$ cat src/rtl/mlp_train_sequencer.sv
// Training/evaluation sequencer for the MLP core: replays a sample table, scores eval predictions.
// Optional: define MLP_SEQ_EARLY_STOP_EN to end the run after the first fully correct eval pass.

module mlp_seq_lane #(
  parameter int DATA_W = 16,
  parameter int FRAC_W = 8
) (
  input  logic [DATA_W-1:0] pred,
  input  logic [DATA_W-1:0] tgt,
  output logic              hit
);
  localparam logic signed [DATA_W-1:0] HALF = DATA_W'(1 << (FRAC_W - 1));

  assign hit = ($signed(pred) < HALF) == ($signed(tgt) < HALF);
endmodule

module mlp_train_sequencer #(
  parameter int INPUTS       = 2,
  parameter int OUTPUTS      = 1,
  parameter int NUM_SAMPLES  = 4,
  parameter int PRED_LATENCY = 1,
  parameter int EPOCH_W      = 16,
  parameter int DATA_W       = 16,
  parameter int FRAC_W       = 8,
  localparam int AW = (NUM_SAMPLES > 1) ? $clog2(NUM_SAMPLES) : 1,
  localparam int CW = $clog2(NUM_SAMPLES + 1)
) (
  input  logic                             clk,
  input  logic                             rst_n,
  input  logic                             cfg_we,
  input  logic [AW-1:0]                    cfg_addr,
  input  logic [INPUTS-1:0][DATA_W-1:0]    cfg_values,
  input  logic [OUTPUTS-1:0][DATA_W-1:0]   cfg_expected,
  input  logic                             start,
  input  logic [EPOCH_W-1:0]               num_epochs,
  input  logic [OUTPUTS-1:0][DATA_W-1:0]   prediction,
  output logic [INPUTS-1:0][DATA_W-1:0]    values,
  output logic [OUTPUTS-1:0][DATA_W-1:0]   expected,
  output logic                             training,
  output logic                             busy,
  output logic                             done,
  output logic [EPOCH_W-1:0]               epoch,
  output logic [CW-1:0]                    last_correct
);
  localparam int STAGES = PRED_LATENCY - 1;
  localparam int LW     = $clog2(PRED_LATENCY + 1);

  typedef enum logic [2:0] {IDLE, TRAIN, EVAL, DRAIN, FIN} state_t;

  state_t                           state, nxt;
  logic [AW-1:0]                    smp, row;
  logic [LW-1:0]                    dcnt;
  logic [EPOCH_W-1:0]               n_ep;
  logic [EPOCH_W:0]                 ep_inc;
  logic [CW-1:0]                    run_cnt, cnt_nx;
  logic                             last_smp, drain_end, more_ep, all_ok, sample_ok;
  logic [OUTPUTS-1:0]               hit;
  logic [STAGES:0]                  vld_pipe;
  logic [OUTPUTS-1:0][DATA_W-1:0]   exp_pipe [0:STAGES];

  logic [INPUTS-1:0][DATA_W-1:0]    tbl_v [NUM_SAMPLES];
  logic [OUTPUTS-1:0][DATA_W-1:0]   tbl_e [NUM_SAMPLES];

  // Table is intentionally not reset; it only accepts writes while idle.
  always_ff @(posedge clk) begin
    if (cfg_we && state == IDLE && int'(cfg_addr) < NUM_SAMPLES) begin
      tbl_v[cfg_addr] <= cfg_values;
      tbl_e[cfg_addr] <= cfg_expected;
    end
  end

  assign last_smp  = (smp == AW'(NUM_SAMPLES - 1));
  assign drain_end = (dcnt == LW'(PRED_LATENCY - 1));
  assign ep_inc    = {1'b0, epoch} + (EPOCH_W+1)'(1);
  assign more_ep   = ep_inc < {1'b0, n_ep};
  assign row       = (state == DRAIN) ? AW'(NUM_SAMPLES - 1) : smp;

  always_ff @(posedge clk or negedge rst_n) begin
    if (!rst_n) state <= IDLE;
    else        state <= nxt;
  end

  always_comb begin
    nxt      = state;
    busy     = 1'b0;
    done     = 1'b0;
    training = 1'b0;
    values   = '0;
    expected = '0;
    case (state)
      IDLE:  if (start) nxt = (num_epochs == '0) ? EVAL : TRAIN;
      TRAIN: begin
        busy     = 1'b1;
        training = 1'b1;
        if (last_smp) nxt = EVAL;
      end
      EVAL: begin
        busy = 1'b1;
        if (last_smp) nxt = DRAIN;
      end
      DRAIN: begin
        busy = 1'b1;
        if (drain_end) nxt = (more_ep && !all_ok) ? TRAIN : FIN;
      end
      FIN: begin
        done = 1'b1;
        nxt  = IDLE;
      end
      default: nxt = IDLE;
    endcase
    if (busy) begin
      values   = tbl_v[row];
      expected = tbl_e[row];
    end
  end

  // Expected rows and eval tags travel alongside the MLP latency.
  always_ff @(posedge clk or negedge rst_n) begin
    if (!rst_n) begin
      vld_pipe <= '0;
      for (int k = 0; k <= STAGES; k++) exp_pipe[k] <= '0;
    end else begin
      vld_pipe[0] <= (state == EVAL);
      exp_pipe[0] <= expected;
      for (int k = 1; k <= STAGES; k++) begin
        vld_pipe[k] <= vld_pipe[k-1];
        exp_pipe[k] <= exp_pipe[k-1];
      end
    end
  end

  for (genvar j = 0; j < OUTPUTS; j++) begin : g_lane
    mlp_seq_lane #(.DATA_W(DATA_W), .FRAC_W(FRAC_W)) u_lane (
      .pred (prediction[j]),
      .tgt  (exp_pipe[STAGES][j]),
      .hit  (hit[j])
    );
  end

  assign sample_ok = &hit;
  assign cnt_nx    = run_cnt + CW'(vld_pipe[STAGES] & sample_ok);

`ifdef MLP_SEQ_EARLY_STOP_EN
  assign all_ok = (cnt_nx == CW'(NUM_SAMPLES));
`else
  assign all_ok = 1'b0;
`endif

  always_ff @(posedge clk or negedge rst_n) begin
    if (!rst_n) begin
      smp          <= '0;
      dcnt         <= '0;
      n_ep         <= '0;
      epoch        <= '0;
      run_cnt      <= '0;
      last_correct <= '0;
    end else begin
      if (state == IDLE && start) begin
        n_ep  <= num_epochs;
        epoch <= '0;
      end
      smp  <= ((state == TRAIN || state == EVAL) && !last_smp) ? smp + AW'(1) : '0;
      dcnt <= (state == DRAIN && !drain_end) ? dcnt + LW'(1) : '0;
      if (state == DRAIN && drain_end) begin
        last_correct <= cnt_nx;
        if (nxt == TRAIN) epoch <= epoch + EPOCH_W'(1);
      end
      run_cnt <= (nxt == EVAL && state != EVAL) ? '0 : cnt_nx;
    end
  end
endmodule

$ cat config.mk
export PLATFORM = sky130hd
export DESIGN_NAME = mlp_train_sequencer
export DESIGN_NICKNAME = d
export VERILOG_FILES = /design/src/rtl/mlp_train_sequencer.sv
export SDC_FILE = /design/constraint.sdc
export NUM_CORES = 1
export LEC_CHECK = 0
export CORE_MARGIN = 2
export CORE_UTILIZATION = 54
export CTS_BUF_LIST = sky130_fd_sc_hd__clkbuf_4 sky130_fd_sc_hd__clkbuf_8 sky130_fd_sc_hd__clkbuf_16
export DETAILED_ROUTE_END_ITERATION = 10
export GPL_ROUTABILITY_DRIVEN = 0
export GPL_TIMING_DRIVEN = 0
export PLACE_DENSITY = 0.8
export SYNTH_ARGS = -nofsm -noshare
export SYNTH_HDL_FRONTEND = slang
export SYNTH_SLANG_ARGS = --single-unit
$ cat constraint.sdc
create_clock -name clk -period 6.9 [get_ports clk]
set_input_delay 1.38 -clock clk [delete_from_list [all_inputs] [get_ports clk]]
set_output_delay 1.38 -clock clk [all_outputs]
set_load 0.01 [all_outputs]
# == Yosys cells after proc, flatten, opt, wreduce, memory -nomap -nowiden ==
# Memories as Yosys holds them, arrays and structs flattened.
# Cells that the tools add are included.
# op_classes
mux,21
bitwise_logic,2
n_reduce_logical,11
n_lt_le_gt_ge,3
n_addsub,5
eq_ne,9
# ops
op,count
two-way mux 16 bit,4
< comparator 16 x 9 -> 1 bit (second input constant),2
two-way mux 32 bit,1
two-way mux 3 bit,6
adder 16 x 1 -> 17 bit (second input constant),1
< comparator 17 x 16 -> 1 bit,1
adder 16 x 1 -> 16 bit (second input constant),1
zero test 16 bit,1
one-hot mux 3 bit (4 select lines),1
equality test 3 x 2 -> 1 bit (second input constant),3
equality test 3 x 1 -> 1 bit (second input constant),2
logical AND 1 bit,6
two-way mux 1 bit,6
two-way mux 2 bit,3
adder 3 x 1 -> 3 bit,1
equality test 3 bit (second input constant),1
zero test 3 bit,1
inequality test 3 x 2 -> 1 bit (second input constant),1
OR reduction 3 bit,1
adder 2 x 1 -> 2 bit (second input constant),1
equality test 2 bit (second input constant),1
adder 1 bit (second input constant),1
AND 1 bit,1
equality test 1 bit,1
3 further kinds,3
# totals
register_bits,61
elab_cells,62
output_inout_bits,70
mem_count,2
ram_bits,192
# memory_table
memory,words,word_bits,rd,rd_ports_with_merged_regs,wr,line,source
tbl_v,4,32,1,0,1,61,logic [INPUTS-1:0][DATA_W-1:0] tbl_v [NUM_SAMPLES];
tbl_e,4,16,1,0,1,62,logic [OUTPUTS-1:0][DATA_W-1:0] tbl_e [NUM_SAMPLES];

# == Depth between registers and ports, before layout ==
# Gate-level depths: netlist of run 1.
# depth
depth_word,8
ltp_mapped,14

# == Cells and area by module ==
# From an unflattened synthesis of run 1, not the netlist that was laid out.
# hier_totals
hier_cells,708
area_unflattened_um2,10456.3
# modules_own_cells
mod,area_per_inst_um2,cells_each,n_inst,seq_area_each_um2
mlp_train_sequencer,10406.2,701,1,7292.0
mlp_seq_lane,50.0,7,1,0.0

# == Least setup slack after synthesis of run 1 ==
# No wires, ideal clock.
# synth_timing
kind,in2reg
from,input port cfg_we
to,"memory tbl_e[1][0] in the netlist's numbering, enable pin"
slack_ps,1360
required_ps,6377
setup_ps,523
arrival_ps,5018
cell_stages,2
cell_sequence,nand2_1 -> nor3b_1
# synth_via
elab_chain_len,3
# synth_rtl
element,line,source
from (decl),30,"input logic cfg_we,"
logical AND 1 bit,66,if (cfg_we && state == IDLE && int'(cfg_addr) < NUM_SAMPLES) begin
two-way mux 1 bit,66,
two-way mux 1 bit (not written as such),68,tbl_e[cfg_addr] <= cfg_expected;
to (decl),62,
# No other way between the ends.

==> metrics.txt, run 1 <==
hold_ws=between 400 and 500 ps; critical path's most frequent cell=clkbuf_1; Mapped Area=0.01033 sq mm; root buf cell=clkbuf_16; Cell variety after synth=52; Std-Cell Rows=50; Async S/R FF share, synth=0.2195; Core Footprint=0.01877 sq mm; placed instance area=0.01231 sq mm; total CTS buffers=25; leakage=roughly 4.8 nW; Die X=about 140 um; Worst Clk Skew=12.77 ps; clk buf depth=3; wire per inst=approximately 20 um; Combinational Power Share=0.407; Worst path slowest cell=clkdlybuf4s50_1; Fill cells=1266; Ys Warns=0; crit-path leading delay family=buffers and inverters; net switching power=1.796 mW; layout cells sized above 1=0.1111; CTS tree=built; largest net degree at the start of global routing=38; hold buffers post-CTS=0; H-tree depth=1; Slew Limit Headroom=0.4218; Starting DRT DRC Count=346; worst endpoint required time=around 5500 ps; HP Class=reg2reg; Worst-path clk slew=60 ps; initial core utilization=0.5504; vias per inst=approximately 5.8; total congestion overflow=0; Yosys reg bits=246; vias in the first global route=6903; wirelength, routed=23.58 mm; top_reg_cell synth=edfxtp_1; Crit Path Max Fanout=10; I/O Buffers=148; GRT Total Usage=0.2334; RSZ-0062 raised after global routing=no; met3 Use GR=0.05619; cells after synthesis=726; Sw Share=0.3367; area leader, netlist=edfxtp_1; max incr delay on CP=630 ps; global routing's busiest layer=met2; slack of the critical path=1931 ps; EDFF count, synth=192; GR Layer Usage met1=0.2988; Net Count, Synth=831; Slew Viols, Final=0; Crit path arrival time=around 3600 ps; clk_lat worst skew=520 ps; minimum clock period=4969 ps; PwrDens=405.8 mW/mm^2; post-synthesis compound-gate area fraction=0.1065; WS Path Type=reg2out; register area share after synthesis=0.6890; status=finished, final reports clean; Avg Cell Area, Syn=14.23 sq um; synth top area cells=edfxtp_1 (56%), dfrtp_1 (13%), a211oi_1 (7.3%); Setup violations, final=0; NumNets Final=1022; Antenna Nets Post-Route=0; maxcap violations=0; Final period util=0.7202; DPL Wire Length=approximately 16 mm; Die Span Y=between 100 and 150 um; Synth Area in Simple Gates=0.09278; adder-cell share of the synthesized area=0.02301; largest family of logic cells by synthesized area=compound AO/OA/AOI/OAI gates; CP Launch Type=register; die area=slightly above 0.02 sq mm; final instance area=0.01314 sq mm; non-filler cells, final=1171; Setup Buffers After CTS=0; met2 Use GR=0.4038; first-pass iteration count of the detailed router=5; Post-Synth XOR/XNOR Area=0.01017; Slew @ Worst Pin=around 860 ps; first-pass GRT wire length=36.56 mm; setup TNS=0 ps; clock share of power=0.251; Remaining DRCs=0; Power, Total=5.334 mW; Worst VDD drop=0.2862 mV; Max Clk Rate=between 200 and 250 MHz; clk sinks=246; Post-CTS Resized=0; Crit path buffers/inverters=4; I/O pin count=between 150 and 200; Finished Core Util=0.7003; critical path capture point type=output port; Reg power frac=0.342; P_int=between 3 and 4 mW; cell chain of the critical path=clkbuf_1 > clkbuf_1 > clkbuf_1 > a211oi_1 > a211oi_1 > clkdlybuf4s50_1; routed vias=6741; initial antenna violation count=0; worst slack, placed=between 2000 and 2500 ps; Synth top area share=0.5581; Cells after DPL=1124; Final Hold Viols=0; mux cell area share after synthesis=0.05075; Area Growth Syn to Fin=27.24%
[worst paths after layout]
| path | startpoint | end | slack (ps) | depth (start not counted) |
|---|---|---|---|---|
| max | smp[0] | expected[14] | 1930 | 6 |
| min | n_ep[0] | n_ep[0] | 480 | 2 |
| max reg2reg | epoch[0] | epoch[0] | 3250 | 14 |
| min reg2reg | n_ep[0] | n_ep[0] | 480 | 2 |
| max in group asynchronous | rst_n | epoch[8] | 5560 | 2 |
| min in group asynchronous | rst_n | dcnt | 800 | 1 |
[power groups by stage]
stage / Clock, mW / Combinational [mW] / Sequential, mW
after floorplan: 0 / 1.15 / 1.85
after global placement: 0 / 2.11 / 1.86
after detailed placement: 0 / 2.16 / 1.85
after CTS: 1.37 / 2.18 / 1.83
after global routing: 1.43 / 2.35 / 1.84
final: 1.34 / 2.17 / 1.82
[cells by family (layout without fill, tap and decap cells)]
| kind of cell | Yosys count | count (layout) |
|---|---|---|
| flops | 246 | 246 |
| simple gates | 177 | 177 |
| compound gates | 156 | 156 |
| buf+inv | 63 | 273 |
| mux | 52 | 52 |
| fa+ha+maj | 19 | 19 |
| xor+xnor | 12 | 12 |
| other cells | 1 | 2 |
[metal layers]
metal / vias up / share of wire
met2: 230 / 0.50
li1: 3149 / -
met1: 3328 / 0.40
met5: - / 0
met3: 34 / 0.074
met4: 0 / 0.018
[cell usage after synthesis (2+ instances only)]
| cell | count |
|---|---|
| a221o_1 | 2 |
| nand3_1 | 19 |
| buf_2 | 16 |
| xor2_1 | 2 |
| or3_1 | 3 |
| a21oi_1 | 12 |
| o21ai_0 | 26 |
| nor2_1 | 13 |
| buf_6 | 3 |
| o31ai_1 | 2 |
| a21oi_2 | 2 |
| a211oi_1 | 100 |
| nand2b_1 | 2 |
| clkbuf_1 | 20 |
| nand4_1 | 4 |
| and2_1 | 7 |
| a21o_1 | 4 |
| or2_2 | 2 |
| inv_1 | 20 |
| mux2_2 | 3 |
| nor2b_1 | 49 |
| nand2_1 | 49 |
| xnor2_1 | 10 |
| edfxtp_1 | 192 |
| nor3_1 | 7 |
| ha_1 | 19 |
| buf_1 | 2 |
| nor4_1 | 8 |
| mux2i_1 | 49 |
| nor3b_1 | 4 |
| dfrtp_1 | 54 |
[placed cells by master, fill, tap and decap left out, types with 20 or more instances in the layout]
cell	Yosys	routed
dfrtp_1	54	54
edfxtp_1	192	192
o21ai_0	26	26
nor2b_1	49	49
inv_1	20	20
clkbuf_1	20	20
clkdlybuf4s50_1	0	147
mux2i_1	49	49
a211oi_1	100	100
clkbuf_16	0	25
nand2_1	49	49
[worst min-delay path, stage by stage, from the launching register on]
cell and delay, ps:
dfrtp_1 340, nand2_1 50, nand2_1 50
[cell type report]
cell class	instances	area, sq um	share of cell area
antenna	1	2.502	0.0001904
buffer	43	209.0	0.01590
inverter	20	75.07	0.005712
multi-input combinational	417	2945	0.2241
timing repair buffer	164	1674	0.1274
clock inverter	11	121.4	0.009234
sequential	246	7117	0.5415
tap	234	292.8	0.02228
clock buffer	35	706.9	0.05378
[registers in the layout, summed over array words and instances, names as in the netlist]
register,cells
state,3
tbl_v,128
tbl_e,64
n_ep,16
exp_pipe,9
smp,2
last_correct,3
dcnt,1
vld_pipe,1
run_cnt,3
epoch,16
(Power assumes the default switching activity.)
==> inputs of run 2 (changes only) <==
- clock period: 6.9 -> 4.9 ns (I/O delays scaled with it)
==> results of run 2 <==
The final DEF is identical to that of run 1. Status: finished, final reports clean.
Main changes from that run: setup slack after placement 2474 ps -> 873.9 ps; setup slack after layout 1931 ps -> 330.6 ps; hold slack 476.1 ps -> 400.7 ps; register-to-register setup slack 3250 ps -> 1250 ps; total power 5.334 mW -> 7.511 mW; worst IR drop on VDD 0.2862 mV -> 0.4030 mV
==> inputs of run 3 (changes only) <==
- ABC_AREA: default -> 1
- CORE_UTILIZATION: 54 -> 55
- PLACE_DENSITY: 0.8 -> 0.81
- SYNTH_HIERARCHICAL: default -> 1
==> metrics.txt, run 3 <==
status=finished, final reports clean; Worst path slowest cell=clkdlybuf4s50_1; wirelength, routed=25.92 mm (+9.9%); Top reg by flops=tbl_v; ANT cells=0 (-1); PwrDens=between 500 and 600 mW/mm^2; I/O Buffers=148 (unchanged); area of the multi-input gates=0.002950 sq mm (+0.17%); most common cell after layout, fill and taps aside=nor2_1; total congestion overflow=0 (unchanged); RR Endpoint=tbl_v[0][28]; Core Footprint=0.01883 sq mm (+0.33%); Crit Path Max Fanout=10 (unchanged); worst setup path endpoint=values[18]; Finished Core Util=0.7152 (+0.01488); Mapped Area=0.01060 sq mm (+2.6%); Reg2Reg Setup Slack=1890 ps; routed vias=7904 (+17%); clk_lat worst skew=520 ps (about the same); Std-Cell Rows=50 (unchanged); HP Class=in2async; most frequent cells in the layout=nor2_1 (232), edfxtp_1 (192), clkdlybuf4s50_1 (147); final instance area=0.01347 sq mm (+2.5%); first-pass iteration count of the detailed router=5 (unchanged); initial antenna violation count=0 (unchanged); Power, Total=7.311 mW; Starting DRT DRC Count=552 (+60%); CP Launch Type=register; clk buf depth=3 (unchanged); crit path from=state[0]; Crit path arrival time=2920 ps (-670 ps); cell chain of the critical path=nor2_1 > nor2_1 > inv_1 > clkbuf_1 > clkbuf_1 > a21oi_1 > clkdlybuf4s50_1; total CTS buffers=24 (-4.0%); Final Hold Viols=0 (unchanged); Cells after DPL=1420 (+26%); Area Growth Syn to Fin=27.08%; CP Depth=7 (+1); Worst Clk Skew=13.91 ps (+1.139 ps); DPL Wire Length=17.58 mm (+9.4%); Slew @ Worst Pin=979.7 ps (+116.3 ps); Worst VDD drop=around 0.45 mV; largest net degree at the start of global routing=40 (+5.3%); Max Clk Rate=256.3 MHz; layout cells sized above 1=0.09219 (-0.01892); Net Count, Synth=1097 (+32%); Die Span Y=142.8 um (+0.35%); vias per inst=5.399 (-6.2%); GRT Total Usage=0.2573 (+0.02389); Post-CTS Resized=0 (unchanged); WS Path Type=reg2out; NumNets Final=1291 (+26%); Slew Limit Headroom=0.3433 (-0.07854); root buf cell=clkbuf_16; RSZ-0062 raised after global routing=no; die area=0.02039 sq mm (+0.70%); Crit path buffers/inverters=4 (unchanged); first-pass GRT wire length=40.48 mm (+11%); clk sinks=246 (unchanged); critical path capture point type=output port; Final period util=0.7962; placed instance area=0.01266 sq mm (+2.8%); Antenna Nets Post-Route=0 (unchanged); non-filler cells, final=1464 (+25%); Sequential cell area=0.007117 sq mm (unchanged); slack of the critical path=998.7 ps; Setup violations, final=0 (unchanged); worst r2r src=state[0]; Die X=142.8 um (+0.35%); vias in the first global route=7886 (+14%); I/O pin count=156 (unchanged); CTS tree=built; Slew Viols, Final=0 (unchanged); minimum clock period=around 3900 ps; worst endpoint required time=3920 ps; Avg Cell Area, Syn=10.68 sq um (-25%); Ys Warns=6 (+6); cells after synthesis=992 (+37%); worst slack, placed=1479 ps; Fill cells=1262 (-0.32%); H-tree depth=1 (unchanged); crit-path leading delay family=buffers and inverters; reg2reg path depth=9 (-5); max reg flops=128 (unchanged); hold buffers post-CTS=0 (unchanged); Top Registers=tbl_v: 128 flops, tbl_e: 64 flops; setup TNS=0 ps (unchanged); initial core utilization=0.5628 (+0.01239); wire per inst=17.70 um (-12%); leakage=5.387 nW (+12%); max incr delay on CP=590 ps (-40 ps); Remaining DRCs=0 (unchanged); hold_ws=388.5 ps; maxcap violations=0 (unchanged); Setup Buffers After CTS=0 (unchanged); Worst-path clk slew=60 ps (about the same)
-- run 3: layer usage --
layer | vias up | track usage | part of all wire
met5 | - | 0 | 0
met1 | 3750 | 0.3291 | 0.41
met3 | 53 | 0.03856 | 0.069
met2 | 361 | 0.4491 | 0.50
met4 | 0 | 0.09276 | 0.027
li1 | 3740 | - | -
-- run 3: how the worst min path moves through the flow --
| stage | to | slack [ps] | cells past startpoint | startpoint |
|---|---|---|---|---|
| after CTS | n_ep[14] | 390 | 1 | rst_n |
| after detailed placement | n_ep[8] | 480 | 2 | n_ep[8] |
| after floorplan | n_ep[0] | 450 | 2 | n_ep[0] |
| final | n_ep[14] | 390 | 1 | rst_n |
| after global routing | n_ep[13] | 410 | 1 | rst_n |
| after global placement | n_ep[14] | 470 | 2 | n_ep[14] |
-- run 3: final cells by class --
cell class | count | share of cell area
well taps | 260 | 0.02415
clock buffers | 31 | 0.04980
inverters | 82 | 0.02285
clock inverters | 13 | 0.01041
multi-input cells | 617 | 0.2191
flip-flops and latches | 246 | 0.5284
plain buffers | 47 | 0.01802
repair buffers | 168 | 0.1273
-- run 3: where the power goes --
group | internal (mW) | switching, mW | total, mW
Combinational | 1.17 | 1.66 | 2.83
Clock | 1.12 | 0.755 | 1.88
Sequential | 2.50 | 0.103 | 2.61
